[src/rtl/keccak_buffer_out.sv]
// -----------------------------------------------------------------------------
// keccak_buffer_out
//
// Output-side buffer for the keccak core. The core pulses digest_valid for one
// cycle with the final digest; this block captures it and serializes it as
// NUM_WORDS words of OUT_WIDTH bits over a valid/ready stream. Word 0 is the
// least significant slice of the digest (bits [OUT_WIDTH-1:0]).
//
// Optional build macro: KECCAK_BUFFER_OUT_SKID_EN
//   When defined, a single pending-digest slot lets one more digest be held
//   while the active one is still streaming. When undefined, only the active
//   digest is stored.
//
// Handshake: a word transfers on every rising edge where dout_valid &&
// dout_ready. While dout_valid is high and dout_ready is low, dout, word_idx
// and dout_last are held. dout_valid never drops inside a digest.
//
// Ports:
//   clk            in   system clock, rising edge
//   reset          in   asynchronous active-low reset
//   digest_in      in   DIGEST_WIDTH digest, sampled when digest_valid=1
//   digest_valid   in   single-cycle digest strobe from the core
//   accept_ready   out  combinational; a digest_valid this cycle is accepted
//   dout           out  current output word
//   dout_valid     out  dout holds a valid word
//   dout_ready     in   consumer accepts dout
//   dout_last      out  current word is the final word of the digest
//   word_idx       out  index of the current word
//   overflow       out  sticky: a digest was dropped
//   clear_overflow in   synchronous clear of overflow (a new drop wins)
//   state_o        out  debug view of the FSM state (0=IDLE, 1=SEND)
// -----------------------------------------------------------------------------
module keccak_buffer_out #(
    parameter int DIGEST_WIDTH = 256,
    parameter int OUT_WIDTH    = 32,
    localparam int NUM_WORDS   = DIGEST_WIDTH / OUT_WIDTH,
    localparam int IDX_W       = (NUM_WORDS > 1) ? $clog2(NUM_WORDS) : 1
) (
    input  logic                    clk,
    input  logic                    reset,
    input  logic [DIGEST_WIDTH-1:0] digest_in,
    input  logic                    digest_valid,
    output logic                    accept_ready,
    output logic [OUT_WIDTH-1:0]    dout,
    output logic                    dout_valid,
    input  logic                    dout_ready,
    output logic                    dout_last,
    output logic [IDX_W-1:0]        word_idx,
    output logic                    overflow,
    input  logic                    clear_overflow,
    output logic                    state_o
);

    typedef enum logic {
        IDLE = 1'b0,
        SEND = 1'b1
    } state_t;

    state_t                  state_q;
    logic [IDX_W-1:0]        word_idx_q;
    logic [IDX_W-1:0]        word_idx_d;
    logic [DIGEST_WIDTH-1:0] data_q;
    logic                    overflow_q;
    logic                    xfer;
    logic                    fin;
    logic                    is_last;

`ifdef KECCAK_BUFFER_OUT_SKID_EN
    logic [DIGEST_WIDTH-1:0] pend_q;
    logic                    pend_valid_q;
`endif

    assign is_last    = (word_idx_q == IDX_W'(NUM_WORDS - 1));
    assign dout_valid = (state_q == SEND);
    assign dout_last  = dout_valid && is_last;
    assign xfer       = dout_valid && dout_ready;
    assign fin        = xfer && is_last;
    assign word_idx_d = word_idx_q + IDX_W'(1);

    // The data register is cleared on reset, so dout reads 0 out of reset.
    assign dout     = data_q[word_idx_q*OUT_WIDTH +: OUT_WIDTH];
    assign word_idx = word_idx_q;
    assign overflow = overflow_q;
    assign state_o  = state_q;

`ifdef KECCAK_BUFFER_OUT_SKID_EN
    // Room exists while the pending slot is empty, or when it frees up this
    // cycle because the active digest finishes and the pending one moves up.
    assign accept_ready = !pend_valid_q || fin;
`else
    // No skid: accept only when idle or when the last word leaves this cycle.
    assign accept_ready = (state_q == IDLE) || fin;
`endif

    always_ff @(posedge clk or negedge reset) begin
        if (!reset) begin
            state_q      <= IDLE;
            word_idx_q   <= '0;
            data_q       <= '0;
            overflow_q   <= 1'b0;
`ifdef KECCAK_BUFFER_OUT_SKID_EN
            pend_q       <= '0;
            pend_valid_q <= 1'b0;
`endif
        end else begin
            // Drop detection; set has priority over clear.
            if (digest_valid && !accept_ready) begin
                overflow_q <= 1'b1;
            end else if (clear_overflow) begin
                overflow_q <= 1'b0;
            end

`ifdef KECCAK_BUFFER_OUT_SKID_EN
            if (state_q == IDLE) begin
                // The slot is always empty in IDLE: a finishing digest with a
                // pending one behind it stays in SEND.
                if (digest_valid) begin
                    data_q     <= digest_in;
                    word_idx_q <= '0;
                    state_q    <= SEND;
                end
            end else if (fin) begin
                word_idx_q <= '0;
                if (pend_valid_q) begin
                    data_q <= pend_q;
                    if (digest_valid) begin
                        pend_q <= digest_in;
                    end else begin
                        pend_valid_q <= 1'b0;
                    end
                end else if (digest_valid) begin
                    data_q <= digest_in;
                end else begin
                    state_q <= IDLE;
                end
            end else begin
                if (xfer) begin
                    word_idx_q <= word_idx_d;
                end
                if (digest_valid && !pend_valid_q) begin
                    pend_q       <= digest_in;
                    pend_valid_q <= 1'b1;
                end
            end
`else
            if (digest_valid && accept_ready) begin
                // Covers both IDLE and a load on the final-word transfer,
                // which restarts at word 0 without an idle cycle.
                data_q     <= digest_in;
                word_idx_q <= '0;
                state_q    <= SEND;
            end else if (fin) begin
                word_idx_q <= '0;
                state_q    <= IDLE;
            end else if (xfer) begin
                word_idx_q <= word_idx_d;
            end
`endif
        end
    end

endmodule
[config.mk]
export PLATFORM = sky130hd
export DESIGN_NAME = keccak_buffer_out
export DESIGN_NICKNAME = d
export VERILOG_FILES = /design/src/rtl/keccak_buffer_out.sv
export SDC_FILE = /design/constraint.sdc
export NUM_CORES = 1
export LEC_CHECK = 0
export CAP_MARGIN = 20
export CORE_MARGIN = 2
export CORE_UTILIZATION = 55
export DETAILED_ROUTE_END_ITERATION = 12
export DONT_BUFFER_PORTS = 1
export PLACE_DENSITY = 0.7
export SLEW_MARGIN = 20
export SYNTH_ARGS = -nofsm -noshare
export SYNTH_HDL_FRONTEND = slang
export SYNTH_SLANG_ARGS = --single-unit
[constraint.sdc]
create_clock -name clk -period 5.7 [get_ports clk]
set_clock_uncertainty 0.15 [all_clocks]
set_input_delay 1.14 -clock clk [delete_from_list [all_inputs] [get_ports clk]]
set_output_delay 1.14 -clock clk [all_outputs]
set_load 0.005 [all_outputs]
== Word-level counts from Yosys, hierarchy flattened ==
Index checks and enable logic that the tools add are counted.

* $add $sub $neg: 1
* Equality and inequality tests: 1
* Shift operators: 1
* Multiplexer cells: 7
* Bitwise gates (word level): 1
* Reductions and logical operators: 10

{| class="wikitable"
|+ Operator list
! operator !! number
|-
| $shiftx A256 B9 Y32 || 1
|-
| $mux W3 || 3
|-
| $logic_and A1 B1 Y1 || 5
|-
| $mux W1 || 4
|-
| $reduce_bool A2 Y1 || 2
|-
| $add A3 B1 Y3 const B || 1
|-
| $eq A3 B3 Y1 const B || 1
|-
| $reduce_bool A3 Y1 || 1
|-
| $logic_not A1 Y1 || 1
|-
| $logic_or A1 B1 Y1 || 1
|-
| $not A1 Y1 || 1
|}

* Register bits: 261
* Bits of input ports: 261
* Output and inout port bits: 40
* Word-level logic and storage cells: 25

== Longest topological paths before layout ==
Gate-level depths: netlist of the first run.

* Depth in word-level cells: 6
* Mapped depth: 7

== Worst setup path after synthesis of the first run ==
Ideal clock, no wire load.

* Path kind: register to output
* From: register word_idx_q[0], in the netlist word_idx[0]
* To: output dout[15]
* Arrival: 1.550 ns
* Data required time: 4.410 ns
* Slack: 2.860 ns
* Cell stages (with the launch flop): 5
* Buffers on the path: 2
* Path through: dfrtp_1 buf_6 buf_6 mux4_1 mux2_2

* Longest elaborated chain between the ends: 1

{| class="wikitable"
|+ RTL lines
! element !! line !! RTL
|-
| start: declaration || 60 || <nowiki>logic [IDX_W-1:0] word_idx_q;</nowiki>
|-
| start signal: assignment || 156 || <nowiki>word_idx_q <= word_idx_d;</nowiki>
|-
| $shiftx A256 B9 Y32 || 81 || <nowiki>assign dout = data_q[word_idx_q*OUT_WIDTH +: OUT_WIDTH];</nowiki>
|-
| end: declaration || 44 || <nowiki>output logic [OUT_WIDTH-1:0] dout,</nowiki>
|}

Every way passes these cells.

== Worst setup path in the final report of the first run ==
* From: register word_idx_q[0], in the netlist word_idx[0]
* To: output dout[16]

Same word-level chain as after synthesis.

==> impl_metrics.yaml, run 1 <==
outcome:
  status: "finished clean"
logic_synthesis:
  synth.cell_area_mm2: 0.0117
  ys_warn_count: 0
  synthFlopType: "dfrtp_1"
  syn_inst: 676
  synth_seq_area_share_pct: 56.0
  synthTopCellsByArea: "dfrtp_1 (56%), mux2_1 (23%), mux4_2 (11%)"
  yosysTopAreaCellShare_pct: 56.0
  syn_area_per_cell_um2: 17.3
  syn_nets: 939
  synth_top_cell_by_area: "dfrtp_1"
  synth_enable_flop_cells: 0
  async_flop_share_pct: 100
  yosysMostFrequentCell: "dfrtp_1"
  ys_types: 20
  synthTopCellsByCount: "dfrtp_1 (261), mux2_1 (240), mux4_2 (59)"
  ys_seq_elements: 261
sta:
  grt_setup_unrepaired: "false"
  worst_pin_slew_ns: 1.08
  finalMaxSlewViolations: 0
  tns_ns: 0
  finalCriticalPeriod_ns: 4.39
  slew_headroom_pct: 27.8
  fin_crit_sh_pct: 77.1
  max_clock_freq_mhz: 228
  hold_viol_final: 0
  setup_viol: 0
global_route:
  grt_pass1_wl_mm: 36.8
  overflow: 0
  met2_usage_pct: 37.2
  antenna_found_initial: 17
  grt_util_met3_pct: 9.02
  grt_pass1_vias: 6576
  grt_max_degree: 262
  top_usage_layer: "met2"
  met1_usage_pct: 24.6
  grt.total_usage_pct: 21.5
cells_and_area:
  layout.nets: 929
  final_area_mm2: 0.0128
  area_growth_pct: 9.71
  layout-drive-gt1-share_pct: 24.4
floorplan:
  core_mm2: 0.0210
  rows: 53
  initial_core_util_pct: 55.7
  design.die.area_mm2: 0.0224
  die_h_um: 150
  io-pin-count: 301
  die_w_um: 150
setup_path:
  start_kind: "flop"
  crit_path_cell_trace: "buf_4 > mux4_1 > mux2_2"
  r2r_slack_ns: 2.34
  criticalPathCategory: "reg2out"
  cp_data_required_time_ns: 4.41
  cp_num_buf_inv: 1
  critPathCaptureType: "primary output"
  crit_path_top_delay_cell: "dfrtp_4"
  rr_startpoint: "word_idx[0]"
  cp_max_fo: 40
  cp.arrival_ns: 3.10
  reg2reg_to: "data_q[70]"
  r2r_cells: 6
  critical-path-top-delay-family: "flip-flops"
  critPathMaxStageDelay_ns: 1.00
clock_tree:
  postCtsHoldBufs: 0
  cts_sinks: 261
  root_buffer: "clkbuf_16"
  clock_latency_ns: 0.52
  cts_buffers: 29
  cts.htree.levels: 1
  cts_tree: "yes"
  cts_setup_buffers: 0
  cts_resized: 0
  cts_buffer_depth: 3
  clkSlewWorstSetupHoldPaths_ns: 0.06
drt:
  totalWireLength_mm: 24.1
  vias_per_cell: 5.90
  drt_iter0_markers: 204
  vias: 5790
  wl_per_cell_um: 24.6
  dr.pass1.iters: 4
  antenna_left: 0
  drc_errors: 0
placed_design:
  placed_area_mm2: 0.0118
  place.gp.congestion: 0.772
  portBuffers: 0
  dpl.hpwl_mm: 16.6
power_and_ir_drop:
  power_leakage_uw: 0.00552
  fin_total_pwr_uw: 7220
  p_per_area_mw_per_mm2: 564
  irDropWorstVdd_mv: 0.428
hold_path:
  hold_path_class: "in2async"
job:
  maxCapViolations: 0
per-stage QoR:
stage	worst slack, ns	hold WS [ns]	cells	utilization [%]
after floorplan	2.86	0.306	676	-
after global placement	1.81	0.317	910	56.2
after detailed placement	1.79	0.325	910	56.2
after CTS	1.22	0.141	963	60.8
after global routing	1.09	0.131	976	61.0
final	1.31	0.164	981	61.1
per-layer routing:
metal	wire length, um	up-vias
met3	2380	43
met5	25	-
li1	-	2534
met1	8950	2999
met2	12200	210
met4	510	4
cells in the final DEF, fill, tap and decap left out, types with 2 or more instances in the layout:
cell type / n
clkinv_2: 8
clkbuf_1: 6
a22o_1: 2
diode_2: 18
bufinv_16: 4
inv_1: 2
mux4_1: 3
clkinvlp_4: 2
ha_1: 2
mux2_1: 240
clkbuf_8: 4
clkbuf_16: 29
buf_4: 4
mux2_2: 49
dfrtp_1: 258
mux4_4: 2
buf_12: 2
dfrtp_2: 2
nand2_1: 2
mux4_2: 59
state kept, by name (all words and copies together) (netlist names):
register	count
data_q	256
dout_valid	1
overflow	1
word_idx	3
worst reg2reg max path, stage by stage (launching register included):
cell and delay (ns):
dfrtp_4 0.79, ha_1 0.35, ha_1 0.22, a21bo_2 0.31, nand2_8 0.48, buf_4 0.55, mux2_1 0.38
area by class of cell:
type | instances | area [um^2]
Fill cell | 1575 | 8150
Clock buffer | 39 | 803
Sequential cell | 261 | 6540
Clock inverter | 14 | 175
Inverter | 2 | 7.51
Timing Repair Buffer | 6 | 70.1
Antenna cell | 18 | 45.0
Tap cell | 275 | 344
Multi-Input combinational cell | 366 | 4820
worst max-delay path by stage:
| stage | from | endpoint | slack, ns | cells past startpoint |
|---|---|---|---|---|
| after global placement | word_idx[0] | dout[15] | 1.81 | 3 |
| after global routing | word_idx[0] | dout[16] | 1.09 | 3 |
| after CTS | word_idx[0] | dout[15] | 1.22 | 3 |
| after detailed placement | word_idx[0] | dout[15] | 1.79 | 3 |
| after floorplan | word_idx[0] | dout[15] | 2.86 | 4 |
| final | word_idx[0] | dout[16] | 1.31 | 3 |
cell families after synthesis:
group / after synthesis / synth area share, %
multiplexers: 353 / 40.4
flip-flops: 261 / 56.0
buffers and inverters: 49 / 2.86
AO/OA/AOI/OAI: 6 / 0.397
AND/OR/NAND/NOR: 5 / 0.182
adder cells (fa/ha/maj): 2 / 0.214
where the power goes:
| group | leakage, uW | internal [uW] | total (uW) | switching (uW) |
|---|---|---|---|---|
| registers | 0.00317 | 2760 | 3310 | 554 |
| logic | 0.00187 | 1320 | 2030 | 712 |
| clock network | 0.000481 | 1160 | 1880 | 714 |
| total | 0.00552 | 5240 | 7220 | 1980 |
Power figures use the tool's default switching activity.
==> run 2: changes to the inputs <==
- PLACE_DENSITY: 0.7 -> 0.73
- clock period: 5.7 -> 3.7 ns (I/O delays scaled with it)
==> run 2 against run 1 <==
Effect of this change: the flow now finishes with violations (negative hold slack); critical path depth did not move; register-to-register slack worse by 1.4 ns; die area unchanged; combinational power is 61% higher; sequential share of layout area shrank 0.79 points; flip-flop and latch count unchanged; setup slack lost 0.96 ns; total power up 58%; first-iteration DRC count up 25%; largest power group unchanged.
==> impl_metrics.yaml, run 2 (synthesis results as in run 1) <==
sta:
  hold_viol_final: 261
  tns_ns: 0
  finalCriticalPeriod_ns: 3.35
  setup_viol: 0
  finalMaxSlewViolations: 0
  fin_crit_sh_pct: 90.7
  slew_headroom_pct: 50.9
  worst_pin_slew_ns: 0.737
  whs_ns: -0.239
  max_clock_freq_mhz: 298
  grt_setup_unrepaired: "false"
clock_tree:
  root_buffer: "clkbuf_16"
  clock_latency_ns: 0.52
  cts_buffers: 28
  cts.htree.levels: 1
  cts_tree: "yes"
  cts_sinks: 261
  cts_buffer_depth: 3
  cts_resized: 0
  clkSlewWorstSetupHoldPaths_ns: 0.06
  cts_setup_buffers: 0
power_and_ir_drop:
  power_leakage_uw: 0.00563
  p_per_area_mw_per_mm2: 878
  irDropWorstVdd_mv: 0.462
cells_and_area:
  most-common-layout-cells: "dfrtp_1 (258), mux2_1 (240), mux4_2 (59)"
  top_register: "data_q"
  num-fill-cells: 1539
  fin_util_pct: 62.1
  layout.nets: 937
  largest_register_ffs: 256
  final_area_mm2: 0.0130
  layout_commonest_cell: "dfrtp_1"
  area_growth_pct: 11.4
  layout-drive-gt1-share_pct: 25.7
placed_design:
  portBuffers: 0
  dpl.hpwl_mm: 17.5
  place.gp.congestion: 0.854
  placed_area_mm2: 0.0119
floorplan:
  io-pin-count: 301
  initial_core_util_pct: 55.7
  core_mm2: 0.0210
  die_h_um: 150
  rows: 53
  die_w_um: 150
  design.die.area_mm2: 0.0224
setup_path:
  r2r_slack_ns: 0.89
  cp_data_required_time_ns: 2.81
  rr_startpoint: "word_idx[0]"
  crit_path_cell_trace: "buf_4 > mux4_2 > mux2_2"
  r2r_cells: 6
  critPathMaxStageDelay_ns: 0.59
  critPathCaptureType: "primary output"
  criticalPathCategory: "reg2out"
  start_kind: "flop"
  crit_path_top_delay_cell: "dfrtp_4"
  reg2reg_to: "data_q[165]"
  cp_max_fo: 21
  cp.arrival_ns: 2.46
outcome:
  violations: "negative hold slack"
  status: "finished with violations"
global_route:
  grt_pass1_vias: 6784
  overflow: 0
  antenna_found_initial: 21
  grt_pass1_wl_mm: 37.7
  grt_max_degree: 262
  grt.total_usage_pct: 22.1
job:
  maxCapViolations: 0
drt:
  drc_errors: 0
  vias: 5903
  dr.pass1.iters: 4
  wl_per_cell_um: 25.0
  antenna_left: 0
  vias_per_cell: 5.96
  totalWireLength_mm: 24.7
  drt_iter0_markers: 256
hold_path:
  hold_path_class: "in2async"
-- run 2: cell count changes in the layout (fill, tap and decap cells not counted) --
cell,change
clkinvlp_4,-1
clkbuf_1,-3
buf_12,+4
nand2_4,+1
inv_6,+1
buf_4,+5
bufinv_16,+1
diode_2,+2
clkbuf_8,+7
clkinv_2,-6
nand2_8,-1
-- run 2: where the power goes --
group	total (uW)	internal, uW	leakage (uW)	switching (uW)
clock	3090	2000	0.000523	1100
combinational	3270	2060	0.00193	1210
sequential	5060	4250	0.00317	802
total	11400	8310	0.00563	3100
-- run 2: worst max-delay path by stage --
| stage | cells past startpoint | from | slack, ns | to |
|---|---|---|---|---|
| 2_1_floorplan | 4 | word_idx[0] | 1.26 | dout[15] |
| 3_3_place_gp | 3 | word_idx[0] | 0.86 | dout[8] |
| 3_5_place_dp | 5 | word_idx[2] | 0.82 | data_q[165] |
| 4_1_cts | 3 | word_idx[0] | 0.27 | dout[8] |
| 5_1_grt | 3 | word_idx[0] | 0.22 | dout[8] |
| 6_report | 3 | word_idx[0] | 0.35 | dout[8] |
-- run 2: metrics by stage --
step | std cells | hold slack (ns) | total power (uW) | setup slack, ns
2_1_floorplan | 676 | 0.294 | 7550 | 1.26
3_3_place_gp | 919 | 0.301 | 8180 | 0.862
3_5_place_dp | 919 | 0.300 | 8430 | 0.818
4_1_cts | 971 | -0.262 | 11600 | 0.271
5_1_grt | 986 | -0.265 | 12100 | 0.217
6_report | 991 | -0.239 | 11400 | 0.345
-- run 2: cell type report --
cell class | instances | area (um^2) | share of cell area [%]
multi-input cells | 366 | 4810 | 37.0
clock inverters | 9 | 176 | 1.36
flip-flops and latches | 261 | 6540 | 50.3
clock buffers | 43 | 888 | 6.83
repair buffers | 15 | 188 | 1.44
diodes | 20 | 50.0 | 0.385
well taps | 275 | 344 | 2.65
inverters | 2 | 7.51 | 0.0577
-- run 2: per-layer routing --
metal,part of all wire [%],vias to the layer above,global-route usage [%]
met1,38,3101,25.7
met2,51,213,38.3
met3,8.7,37,8.66
met4,2.0,4,5.99
met5,0.11,-,0
li1,-,2548,-
-- run 2: worst max-delay path: cells and delay by family (launching register included) --
kind / cells / cell delay [ns]
buffers and inverters: 1 / 0.46
flip-flops: 1 / 0.59
multiplexers: 2 / 0.88
==> run 3: changes to the inputs <==
- PLACE_DENSITY: 0.73 -> not set
- PLACE_DENSITY_LB_ADDON: not set -> 0.3
==> run 3 against run 2 <==
Effect of this change: the run still ends with negative hold slack left; sequential power barely moved; register-to-register slack got worse by 0.05 ns; total power fell by 3.0%; largest cell class unchanged.
==> impl_metrics.yaml, run 3 (synthesis results as in run 1) <==
floorplan:
  io-pin-count: 301
  rows: 53
  die_w_um: 150
  core_mm2: 0.0210
  design.die.area_mm2: 0.0224
  initial_core_util_pct: 55.7
  die_h_um: 150
power_and_ir_drop:
  irDropWorstVdd_mv: 0.442
  power_leakage_uw: 0.00555
  p_per_area_mw_per_mm2: 862
sta:
  fin_crit_sh_pct: 93.5
  max_clock_freq_mhz: 289
  grt_setup_unrepaired: "false"
  hold_viol_final: 261
  finalCriticalPeriod_ns: 3.46
  setup_viol: 0
  worst_pin_slew_ns: 0.786
  tns_ns: 0
  whs_ns: -0.236
  finalMaxSlewViolations: 0
  slew_headroom_pct: 47.6
setup_path:
  r2r_cells: 6
  critPathCaptureType: "primary output"
  reg2reg_to: "data_q[255]"
  cp.arrival_ns: 2.57
  r2r_slack_ns: 0.84
  rr_startpoint: "word_idx[0]"
  criticalPathCategory: "reg2out"
  cp_max_fo: 40
  start_kind: "flop"
  critPathMaxStageDelay_ns: 0.86
  crit_path_top_delay_cell: "dfrtp_2"
  cp_data_required_time_ns: 2.81
  crit_path_cell_trace: "buf_12 > mux4_4 > mux2_2"
clock_tree:
  cts_resized: 0
  clkSlewWorstSetupHoldPaths_ns: 0.06
  cts_buffers: 29
  cts.htree.levels: 1
  cts_sinks: 261
  cts_buffer_depth: 3
  cts_setup_buffers: 0
  clock_latency_ns: 0.52
  cts_tree: "yes"
  root_buffer: "clkbuf_16"
global_route:
  grt_max_degree: 262
  grt.total_usage_pct: 21.5
  grt_pass1_wl_mm: 37.0
  antenna_found_initial: 19
  grt_pass1_vias: 6669
  overflow: 0
drt:
  drc_errors: 0
  dr.pass1.iters: 6
  drt_iter0_markers: 259
  wl_per_cell_um: 24.8
  antenna_left: 0
  vias: 5947
  totalWireLength_mm: 24.4
  vias_per_cell: 6.03
placed_design:
  dpl.cell_count: 916
  dpl.hpwl_mm: 16.8
  portBuffers: 0
  place.gp.congestion: 0.788
cells_and_area:
  most-common-layout-cells: "dfrtp_1 (258), mux2_1 (240), mux4_2 (59)"
  area_growth_pct: 10.1
  final_cells: 987
  top_register: "data_q"
  layout.nets: 935
  largest_register_ffs: 256
  layout-drive-gt1-share_pct: 24.5
  layout_commonest_cell: "dfrtp_1"
hold_path:
  hold_path_class: "in2async"
job:
  maxCapViolations: 0
outcome:
  violations: "negative hold slack"
  status: "finished with violations"
run 3: cell count changes in the layout (fill, tap and decap cells not counted):
cell        previous run  this run
diode_2               20        21
clkinv_2               2         6
inv_6                  1         0
buf_12                 6         7
clkbuf_1               3         8
buf_4                  9         5
inv_8                  0         1
clkinvlp_4             1         0
bufinv_16              5         2
clkbuf_8              11         4
run 3: final cells by class:
class                      count  area, um^2
clock inverter                 9         101
inverter                       2        7.51
tap                          275         344
sequential                   261        6540
multi-input combinational    366        4810
fill                        1512        8110
clock buffer                  41         811
timing repair buffer          12         178
antenna                       21        52.6
run 3: how the worst max path moves through the flow:
| stage | start | endpoint | slack, ns | cells past startpoint |
|---|---|---|---|---|
| after detailed placement | word_idx[2] | dout[1] | 0.78 | 3 |
| after CTS | word_idx[2] | dout[1] | 0.22 | 3 |
| after floorplan | word_idx[0] | dout[15] | 1.26 | 4 |
| after global placement | word_idx[2] | dout[0] | 0.80 | 3 |
| after global routing | word_idx[2] | dout[1] | 0.15 | 3 |
| final | word_idx[2] | dout[1] | 0.24 | 3 |
run 3: worst max-delay path: cells and delay by family (launching register included):
family | cells | cell delay, ns
multiplexers | 2 | 0.77
buffers and inverters | 1 | 0.36
flip-flops | 1 | 0.86
run 3: per-stage QoR:
stage	utilization, %	hold slack [ns]	setup WS [ns]	area [um^2]	total power, uW
after global placement	56.7	0.300	0.801	11900	8130
final	61.3	-0.236	0.241	12800	11100
after floorplan	-	0.294	1.26	11700	7550
after detailed placement	56.7	0.301	0.778	11900	8400
after CTS	61.0	-0.261	0.221	12800	11200
after global routing	61.3	-0.259	0.151	12800	11700
run 3: power breakdown:
group          switching [uW]  total (uW)  internal, uW
clock network            1090        2740          1650
logic                    1190        3250          2060
registers                 824        5080          4250
total                    3100       11100          7970
run 3: per-layer routing:
layer / GRT usage, % / part of all wire (%)
met3: 6.89 / 8.6
met5: 0 / 0.053
met4: 7.55 / 2.8
met1: 26.1 / 38
met2: 36.6 / 51
==> RTL change 1, RTL diff (flow settings as in run 3) <==
The option `KECCAK_BUFFER_OUT_SKID_EN` is turned on by a define.
--- a/src/rtl/keccak_buffer_out.sv
+++ b/src/rtl/keccak_buffer_out.sv
@@ -32,2 +32,4 @@
 // -----------------------------------------------------------------------------
+`define KECCAK_BUFFER_OUT_SKID_EN
+
 module keccak_buffer_out #(
Behaviour: not the same (a bounded check fails within 4 cycles, from zero or initial values and one cycle with reset low).
==> RTL change 1 against run 3 <==
- the run ends with negative hold slack, max-slew violations left
- power grew 110%
- final cell count grew 110%
- wire length grew 140%
- non-clock buffer count grew 8
- cell area grew 90%
- sequential cell count grew 257
- synthesized area grew 92%
- register-to-register slack lost 0.12 ns
- setup slack lost 0.065 ns
- sequential share of layout area grew 2.1 points
- highest routed layer is now met4
==> RTL change 1: results (changes against run 3) <==
| Metric | Reported | Change |
| --- | --- | --- |
| Worst hold slack across all endpoints | -0.286 ns | -0.0503 ns |
| Final HPWL from detailed placement | 35.2 mm | +110% |
| Global-route wire length before repair | 89.8 mm | +140% |
| Top area cells in the synthesized netlist | sky130_fd_sc_hd__dfrtp_1 (58%), sky130_fd_sc_hd__mux2_2 (15%), sky130_fd_sc_hd__a2bb2oi_1 (10%) |  |
| Tot GR Track Use | 0.279 | +0.0633 |
| Worst setup endpoint | dout[24] |  |
| Met2 track utilization from global routing | 0.454 | +0.0889 |
| Post-Place Cells | 1953 | +110% |
| Average vias per placed instance | 6.82 | +13% |
| R2R Path End | pend_q[74] |  |
| Total Power Consumption | 22.7 mW | +110% |
| Met3 track demand over resource in global routing | 0.0963 | +0.0274 |
| Antenna diodes | 0 | -100% |
| Count of fill cells added during filler insertion | 2961 | +96% |
| CP delay by family, top | multiplexers |  |
| Outcome | finished with violations |  |
| Worst setup path startpoint | word_idx[0] |  |
| Routed wirelength normalized by instance count | 28.4 µm | +15% |
| Synthesized netlist cell count | 1570 | +130% |
| Top metal layer carrying routed signals | met4 |  |
| Maximum level of the CTS H-tree | 2 | +1 |
| GPL Wtd Cong | 0.817 | +3.8% |
| GRT met1 Usage | 0.344 | +0.0834 |
| Leakage power summed over all cells | 9.85 nW | +77% |
| CP max FO | 54 | +35% |
| Final period util | 0.952 | +0.0175 |
| Hold Vio Cnt, Final | 142 | -46% |
| Total wirelength of the detailed-routed design | 58.2 mm | +140% |
| Failing checks | negative hold slack, max-slew violations |  |
| Count of distinct cell types in the synthesized netlist | 27 | +35% |
| Share of layout cells above drive strength 1 | 0.302 | +0.0579 |
| Max Slew Vio Count | 335 | +335 |
| Max-slew headroom at the worst pin | -0.485 | -0.961 |
| Largest net degree at the start of global routing | 519 | +98% |
| Total number of nets in the final design | 1746 | +87% |
| Worst ir drop on vdd | 592 µV | +34% |
| Minimum setup slack among reg-to-reg paths | 0.72 ns | -0.12 ns |
| Placement-stage cell area | 0.0227 mm² | +91% |
==> RTL change 1: changes by cell type after synthesis, sizes merged, moves of 2 or more <==
cell,run 3,this run
dfrtp,261,518
a2bb2oi,0,255
buf,40,70
clkbuf,7,92
nand3,0,3
o22ai,1,257
a21boi,0,2
==> RTL change 1: kinds of logic (layout without fill, tap and decap cells) <==
logic type,after synthesis,after routing,share of synthesized area
buffers and inverters,165,119,0.0341
AOI/OAI and AO/OA,524,524,0.176
muxes,353,353,0.209
adders and majority gates,2,2,0.00112
and+or+nand+nor,8,8,0.00162
DFF,518,518,0.578
==> RTL change 1: cell type report <==
class                           instances  area, µm²  share of cell area
Sequential cell                       518      13000               0.530
Multi-Input combinational cell        887       8740               0.357
Timing Repair Buffer                   20        325              0.0133
Clock inverter                         14        176             0.00721
Clock buffer                           82       1590              0.0649
Inverter                                3       11.3            0.000460
Tap cell                              525        657              0.0268
==> RTL change 1: timing repair <==
action / CTS / global route
resized for setup: 0 / 0
setup buffers: 0 / 0
endpoints found under the hold margin: 518 / 518
==> RTL change 2, RTL diff (config.mk and constraints of run 3) <==
Without the edit above. Make the reset (`reset`) synchronous in one clocked block. Comments in the files are not updated.
--- a/src/rtl/keccak_buffer_out.sv
+++ b/src/rtl/keccak_buffer_out.sv
@@ -94,3 +94,3 @@
 
-    always_ff @(posedge clk or negedge reset) begin
+    always_ff @(posedge clk) begin
         if (!reset) begin
Check against the original RTL: differs if reset is asserted again (counterexample within 4 cycles, from zero or initial values and one cycle with reset low); with reset held inactive, the same outputs for 4 cycles.
==> RTL change 2 against run 3 <==
- first-iteration DRC count rose by 92%
- setup slack better by 0.25 ns
- sequential cell count did not move
- critical path depth stayed put
- highest routed layer is now met4
- wire length rose by 22%
- synthesized area rose by 6.4%
- worst hold slack improved by 0.42 ns
- global-route usage rose by 2.5 points
- die area rose by 6.2%
- maximum frequency up 7.7%
- cell area rose by 3.8%
- via count is 40% higher
Power is not compared: it rests on default switching activity, and its combinational part moved more than twofold at a synthesized area within 25%.
==> RTL change 2: results (changes against run 3) <==
| Metric | Reported | Change |
| --- | --- | --- |
| Outcome | complete, no violations |  |
| Top post-synthesis cells by count | sky130_fd_sc_hd__nand2_1 (515), sky130_fd_sc_hd__dfxtp_1 (261), sky130_fd_sc_hd__mux2i_1 (256), sky130_fd_sc_hd__clkbuf_1 (61), sky130_fd_sc_hd__mux4_2 (39) |  |
| Top metal layer carrying routed signals | met4 |  |
| Average vias per placed instance | 5.57 | -7.6% |
| R2R Path End | data_q[76] |  |
| Area share of xor/xnor cells in the synthesized design | 0.000706 | +0.000706 |
| Floorplan row count | 54 | +1.9% |
| Sequential-to-total area share from yosys stat | 0.421 | -0.139 |
| Max-slew headroom at the worst pin | 0.466 | -0.0103 |
| Placement-stage cell area | 0.0123 mm² | +3.3% |
| Antenna diodes | 0 | -100% |
| Number of sequential cells in the layout | 261 | unchanged |
| Minimum setup slack among reg-to-reg paths | 1.03 ns | +0.19 ns |
| Share of final layout cell area taken by clock buffers and inverters | 0.0789 | +0.00786 |
| Largest net degree at the start of global routing | 516 | +97% |
| Wire length the detailed router placed on met1 | 10.8 mm | +17% |
| GPL Wtd Cong | 0.782 | -0.70% |
| Clock buffer count from CTS | 28 | -3.4% |
| Tot GR Track Use | 0.240 | +0.0248 |
| Average size of a mapped cell | 9.92 µm² | -43% |
| Signal buffers | 13 | +1 |
| Count of fill cells added during filler insertion | 1819 | +20% |
| Area of all placed cells without fillers | 0.0133 mm² | +3.8% |
| Worst setup endpoint | dout[10] |  |
| Count of distinct cell types in the synthesized netlist | 24 | +20% |
| Routed met2 length | 15.2 mm | +22% |
| Register area | 0.00523 mm² | -20% |
| Class of the worst hold path | in2reg |  |
[RTL change 2: changes by cell type in the layout (fill, tap and decap cells not counted), moves of 21 or more]
cell and change:
sky130_fd_sc_hd__nand2_1 +513, sky130_fd_sc_hd__dfrtp_1 -258, sky130_fd_sc_hd__dfxtp_1 +258, sky130_fd_sc_hd__mux2_1 -240, sky130_fd_sc_hd__mux2i_1 +256, sky130_fd_sc_hd__diode_2 -21
sky130_fd_sc_hd__mux4_1 +22
[RTL change 2: power breakdown]
part | switching (mW) | internal [mW] | total (mW)
logic | 0.262 | 0.294 | 0.556
registers | 0.102 | 2.99 | 3.09
clock network | 1.13 | 1.98 | 3.12
[RTL change 2: logic make-up (layout without fill, tap and decap cells)]
kind of cell	Yosys count	count (layout)
AND/OR/NAND/NOR	523	523
multiplexers	352	352
flip-flops	261	261
buffers and inverters	106	66
AO/OA/AOI/OAI	6	6
adder cells (fa/ha/maj)	2	2
XOR/XNOR	1	1
